<file path="config.mk">
export PLATFORM = sky130hd
export DESIGN_NAME = booth_multiplier
export DESIGN_NICKNAME = d
export VERILOG_FILES = /design/src/rtl/mul_pkg.sv /design/src/rtl/booth_recoder.sv /design/src/rtl/booth_multiplier.sv
export SDC_FILE = /design/constraint.sdc
export NUM_CORES = 1
export LEC_CHECK = 0
export BUFFER_PORTS_ARGS = -buffer_cell sky130_fd_sc_hd__clkbuf_2
export CAP_MARGIN = 20
export CORE_AREA = 2 2 94 96
export CTS_CLUSTER_SIZE = 8
export DETAILED_ROUTE_END_ITERATION = 10
export DIE_AREA = 0 0 96 98
export GPL_ROUTABILITY_DRIVEN = 0
export HOLD_SLACK_MARGIN = 0.03
export PLACE_DENSITY = 0.6
export SYNTH_ARGS = -nofsm -noshare
export SYNTH_HDL_FRONTEND = slang
export SYNTH_SLANG_ARGS = --single-unit
</file>
<file path="constraint.sdc">
create_clock -name clk -period 8.2 [get_ports clk]
set_clock_uncertainty 0.15 [all_clocks]
set_input_delay 0.41 -clock clk [delete_from_list [all_inputs] [get_ports clk]]
set_output_delay 0.41 -clock clk [all_outputs]
set_load 0.02 [all_outputs]
</file>
<file path="src/rtl/mul_pkg.sv">
// Shared types and width helpers for the radix-4 Booth multiplier.
// Optional build macro understood by the multiplier: MUL_ADDEND_EN.
package mul_pkg;

  typedef enum logic [1:0] {
    IDLE,
    RUN,
    DONE
  } mul_state_t;

  typedef enum logic [2:0] {
    ZERO,
    POS1,
    POS2,
    NEG1,
    NEG2
  } booth_digit_t;

  // Extended operand width: even and at least n+1, so unsigned operands
  // stay non-negative once they are sign-interpreted by the Booth recoding.
  function automatic int mul_ext_width(input int n);
    return (n % 2 == 0) ? n + 2 : n + 1;
  endfunction

  // One radix-4 digit is retired per cycle.
  function automatic int mul_iters(input int n);
    return mul_ext_width(n) / 2;
  endfunction

endpackage

</file>
<file path="src/rtl/booth_recoder.sv">
// Radix-4 Booth recoder: maps an overlapping 3-bit multiplier group
// {y[2i+1], y[2i], y[2i-1]} to a signed digit in {-2,-1,0,+1,+2}.
module booth_recoder
  import mul_pkg::*;
(
  input  logic [2:0]   grp,
  output booth_digit_t digit
);

  // Standard Booth table.
  always_comb begin
    // NOTE: default assignment first so no path through the block leaves
    // the output unassigned, which would otherwise infer a latch.
    digit = ZERO;
    case (grp)
      3'b001, 3'b010: digit = POS1;
      3'b011:         digit = POS2;
      3'b100:         digit = NEG2;
      3'b101, 3'b110: digit = NEG1;
      default:        digit = ZERO;
    endcase
  end

endmodule

</file>
<file path="src/rtl/booth_multiplier.sv">
// Sequential radix-4 Booth multiplier, one digit per cycle, start/done
// handshake. Produces the full 2N-bit product of x and y, signed or unsigned.
// Optional build macro: MUL_ADDEND_EN adds port a and computes x*y + a.
module booth_multiplier
  import mul_pkg::*;
#(
  parameter int N = 8
) (
  input  logic           clk,
  input  logic           rst,
  input  logic           start,
  input  logic           signedInput,
  input  logic [N-1:0]   x,
  input  logic [N-1:0]   y,
`ifdef MUL_ADDEND_EN
  input  logic [N-1:0]   a,
`endif
  output logic [2*N-1:0] p,
  output logic           busy,
  output logic           done,
  output logic           ovf
);

  localparam int M  = mul_ext_width(N);
  localparam int K  = mul_iters(N);
  localparam int CW = $clog2(K + 1);
  // High accumulator half: M+1 bits of partial product plus one guard bit.
  localparam int AW = M + 2;

  mul_state_t     state_q, state_d;
  logic [M-1:0]   x_q, x_d;
  logic [AW-1:0]  hi_q, hi_d;
  logic [M-1:0]   lo_q, lo_d;
  logic           ym1_q, ym1_d;
  logic [CW-1:0]  cnt_q, cnt_d;
  logic           sgn_q, sgn_d;
  logic [2*N-1:0] p_q, p_d;
  logic           busy_q, busy_d;
  logic           done_q, done_d;
  logic           ovf_q, ovf_d;

  booth_digit_t    digit;
  logic [M:0]      pp_mag;
  logic [M:0]      pp;
  logic            pp_neg;
  logic [AW-1:0]   sum;
  logic [AW+M-1:0] pair_next;
  logic [AW-1:0]   preload;

  // The low two multiplier bits plus the bit shifted out last cycle.
  booth_recoder u_recoder (
    .grp   ({lo_q[1:0], ym1_q}),
    .digit (digit)
  );

  // Result does not fit back into N bits of the selected signedness.
  function automatic logic ovf_of(input logic [2*N-1:0] prod, input logic sgn);
    logic [N:0] top;
    top = prod[2*N-1:N-1];
    if (sgn) return !((&top) || !(|top));
    else     return |prod[2*N-1:N];
  endfunction

  // Select the digit multiple of x; negatives are the inverted magnitude
  // plus a carry-in of one, so no separate negation adder is needed.
  always_comb begin
    pp_mag = '0;
    pp_neg = 1'b0;
    case (digit)
      POS1: pp_mag = {x_q[M-1], x_q};
      POS2: pp_mag = {x_q, 1'b0};
      NEG1: begin pp_mag = {x_q[M-1], x_q}; pp_neg = 1'b1; end
      NEG2: begin pp_mag = {x_q, 1'b0};     pp_neg = 1'b1; end
      default: begin pp_mag = '0; pp_neg = 1'b0; end
    endcase
    pp        = pp_mag ^ {(M + 1){pp_neg}};
    sum       = hi_q + {pp[M], pp} + AW'(pp_neg);
    pair_next = {{2{sum[AW-1]}}, sum, lo_q[M-1:2]};
  end

  // Initial high half of the accumulator: the addend in product alignment,
  // or zero when the addend is not built in.
  always_comb begin
`ifdef MUL_ADDEND_EN
    preload = signedInput ? {{(AW - N){a[N-1]}}, a} : {{(AW - N){1'b0}}, a};
`else
    preload = '0;
`endif
  end

  // Next-state and datapath update for the IDLE/RUN/DONE handshake.
  always_comb begin
    state_d = state_q;
    x_d     = x_q;
    hi_d    = hi_q;
    lo_d    = lo_q;
    ym1_d   = ym1_q;
    cnt_d   = cnt_q;
    sgn_d   = sgn_q;
    p_d     = p_q;
    busy_d  = busy_q;
    done_d  = done_q;
    ovf_d   = ovf_q;
    case (state_q)
      IDLE, DONE: begin
        if (start) begin
          sgn_d   = signedInput;
          x_d     = signedInput ? {{(M - N){x[N-1]}}, x} : {{(M - N){1'b0}}, x};
          lo_d    = signedInput ? {{(M - N){y[N-1]}}, y} : {{(M - N){1'b0}}, y};
          ym1_d   = 1'b0;
          hi_d    = preload;
          cnt_d   = CW'(K);
          state_d = RUN;
          busy_d  = 1'b1;
          done_d  = 1'b0;
        end
      end
      RUN: begin
        hi_d  = pair_next[AW+M-1:M];
        lo_d  = pair_next[M-1:0];
        ym1_d = lo_q[1];
        cnt_d = cnt_q - CW'(1);
        if (cnt_q == CW'(1)) begin
          p_d     = pair_next[2*N-1:0];
          ovf_d   = ovf_of(pair_next[2*N-1:0], sgn_q);
          state_d = DONE;
          busy_d  = 1'b0;
          done_d  = 1'b1;
        end
      end
      default: begin
        state_d = IDLE;
        busy_d  = 1'b0;
        done_d  = 1'b0;
      end
    endcase
  end

  // State and registered outputs; reset aborts any operation in flight.
  always_ff @(posedge clk or negedge rst) begin
    if (!rst) begin
      state_q <= IDLE;
      x_q     <= '0;
      hi_q    <= '0;
      lo_q    <= '0;
      ym1_q   <= 1'b0;
      cnt_q   <= '0;
      sgn_q   <= 1'b0;
      p_q     <= '0;
      busy_q  <= 1'b0;
      done_q  <= 1'b0;
      ovf_q   <= 1'b0;
    end else begin
      // NOTE: non-blocking assignments so every flop samples the values
      // from before this edge, independent of statement order.
      state_q <= state_d;
      x_q     <= x_d;
      hi_q    <= hi_d;
      lo_q    <= lo_d;
      ym1_q   <= ym1_d;
      cnt_q   <= cnt_d;
      sgn_q   <= sgn_d;
      p_q     <= p_d;
      busy_q  <= busy_d;
      done_q  <= done_d;
      ovf_q   <= ovf_d;
    end
  end

  assign p    = p_q;
  assign busy = busy_q;
  assign done = done_q;
  assign ovf  = ovf_q;

endmodule
</file>
==> impl_metrics.tcl <==
set metrics [dict create \
    ant_nets 0 \
    grt_max_degree 55 \
    fp.dieH_um 98 \
    clockBufferDepth 2 \
    firstDrtPassIters 4 \
    grt_pass1_vias 2236 \
    cts_sinks 54 \
    status "finished, final reports clean" \
    synthesis.area_um2 2850 \
    cp_cell_sequence "inv_1 > ha_1 > nor2_1 > a21boi_1 > a22oi_1 > xor2_1 > ha_1 > o21a_1 > or4_1 > o21ai_0 > a31oi_1 > a31oi_1 > xor2_1 > o21ai_0" \
    crit_required_ps 8210 \
    finalSetupViolCount 0 \
    htreeDepth 2 \
    hold_path_class "in2async" \
    synth_nets 328 \
    viasPerCell 4.97 \
    die_x_um 96 \
    synth_ff_type "dfrtp_1" \
    met3_usage_pct 3.09 \
    crit_path_start_kind "flop" \
    worstSkewPairLatency_ps 310 \
    grt_use_total_pct 14.3 \
    worst-setup-path-type "reg2reg" \
    use_met1_pct 20.9 \
    synth-edff-count 0 \
    area.growth.synth_to_final_pct 14.2 \
    grt_pass1_wl_um 10700 \
    syn_inst 292 \
    avgRoutedWirePerCell_um 13.9 \
    yosys_register_bits 54 \
    cts_tree "yes" \
    start_util_pct 33.6 \
    overflow 0 \
    antenna_found_initial 0 \
    crit_start "lo_q[0]" \
    io_buffers 38 \
    antenna_cells 0 \
    drc_errors 0 \
    rsz0062_at_grt "false" \
    synth_seq_area_share_pct 47.5 \
    slowest_stage "a21boi_1" \
    hpwl_um 4410 \
    r2r-start "lo_q[0]" \
    cts_buffers 5 \
    route.vias.total 2179 \
    maxSlewHeadroom_pct 41.0 \
    cts_root_buf "clkbuf_8" \
    clk_pin_slew_worst_paths_ps 110 \
    arrival_ps 3900 \
    fmax_mhz 257 \
    drive_gt1_share_pct 20.6 \
    stdcell_area_um2 3250 \
    dieArea_um2 9410 \
    core-area_um2 8470 \
    met2_usage_pct 21.5 \
    worst_pin_slew_ps 884 \
    slew_viol_final 0 \
    post-cts-setup-buffer-count 0 \
    maxCapViolations 0 \
    finalCriticalPeriod_ps 3900 \
    nets 365 \
    io_pins 39 \
    hold_buffers 0 \
    drtIter0Drc 105 \
    end_kind "flop" \
    syn_area_per_cell_um2 9.75 \
    yosysWarningCount 0 \
    hold_viol_final 0 \
    synth_cell_type_count 45 \
    setup_tns_ps 0 \
    placed_area_um2 3140 \
    std_cell_rows 34 \
    cp_slowest_stage_delay_ps 530 \
    busiest_layer "met2" \
    synthArstFlopShare_pct 100 \
    worstPathMaxFanout 9 \
    ctsResizeCount 0 \
    final.period_utilization_pct 47.5 \
    drt_wl_total_um 6090 \
]
-- flip-flops by register name (all words and copies together) (netlist names) --
register  count
sgn_q         1
busy          1
state_q       1
ym1_q         1
done          1
p            16
lo_q         10
cnt_q         3
hi_q         10
ovf           1
x_q           9
-- per-stage QoR --
| stage | hold WS (ps) | cells | setup slack (ps) | util (%) |
|---|---|---|---|---|
| floorplan | -35.6 | 292 | 4750 | - |
| detailed placement | 313 | 428 | 4170 | 37.1 |
| CTS | 91.4 | 436 | 4120 | 38.2 |
| finish | 58.7 | 438 | 4300 | 38.4 |
| global placement | 309 | 428 | 4300 | 37.1 |
| global route | 122 | 438 | 3850 | 38.4 |
-- layout make-up --
cell class                 instances  area (um^2)
multi-input combinational        219         1420
tap                              108          135
clock buffer                       6         82.6
timing repair buffer              42          220
inverter                           7         26.3
fill                             894         5210
sequential                        54         1350
clock inverter                     2         16.3
-- cell usage after synthesis, drive strengths merged, types with 2 or more instances --
| master | instances | share of area [%] |
|---|---|---|
| a21oi | 12 | 2.2 |
| a22o | 2 | 0.62 |
| a22oi | 9 | 2.4 |
| a31oi | 7 | 1.5 |
| and3 | 2 | 0.44 |
| and3b | 2 | 0.62 |
| buf | 2 | 0.40 |
| clkbuf | 10 | 1.3 |
| dfrtp | 54 | 47 |
| ha | 15 | 6.6 |
| inv | 7 | 0.92 |
| mux2 | 11 | 4.4 |
| nand2 | 56 | 7.5 |
| nand2b | 7 | 1.5 |
| nand3 | 2 | 0.35 |
| nor2 | 20 | 2.6 |
| nor2b | 6 | 1.3 |
| nor3 | 2 | 0.35 |
| nor4 | 2 | 0.44 |
| o21a | 2 | 0.53 |
| o21ai | 22 | 3.9 |
| o22ai | 7 | 1.8 |
| o31a | 2 | 0.62 |
| o31ai | 2 | 1.0 |
| or4 | 2 | 0.66 |
| xnor2 | 4 | 1.2 |
| xor2 | 11 | 3.4 |
-- placed cells by master, fill, tap and decap left out, drive strengths merged, types with 4 or more instances in the layout --
cell and instances:
a31oi 7, nand2b 7, xnor2 4, dfrtp 54, a21oi 12, ha 15
inv 8, o22ai 7, mux2 11, nor2 20, xor2 11, nand2 56
buf 4, clkbuf 44, a22oi 9, nor2b 6, o21ai 22
-- per-layer routing --
layer	vias up	routed length (um)
li1	1100	-
met1	1041	3170
met2	36	2680
met3	2	204
met4	0	38
met5	-	0
-- critical path, delay by kind of cell (launching register included) --
kind                       cells  cell delay [ps]
AOI/OAI and AO/OA              7             1530
and+or+nand+nor                2              620
adders and majority gates      2              590
DFF                            1              410
xor gates and xnor gates       2              360
buffers and inverters          1               80
-- final timing paths --
| path | to | slack (ps) | cells after the start |
|---|---|---|---|
| max in group asynchronous | hi_q[10] | 7390 | 2 |
| hold / removal | p[7] | 60 | 2 |
| setup / recovery | hi_q[7] | 4300 | 14 |
| min in group clk | x_q[0] | 140 | 3 |
| setup reg to reg | hi_q[7] | 4300 | 14 |
| hold reg to reg | sgn_q | 330 | 2 |
-- cells by family after synthesis --
| logic type | share of synthesized area (%) |
|---|---|
| and+or+nand+nor | 17.3 |
| muxes | 4.35 |
| buffers and inverters | 2.64 |
| DFF | 47.5 |
| xor gates and xnor gates | 4.62 |
| AOI/OAI and AO/OA | 16.4 |
| adders and majority gates | 7.30 |
Power is not shown: default switching activity piles up to over one toggle a cycle in this logic, so the estimate is an artifact.
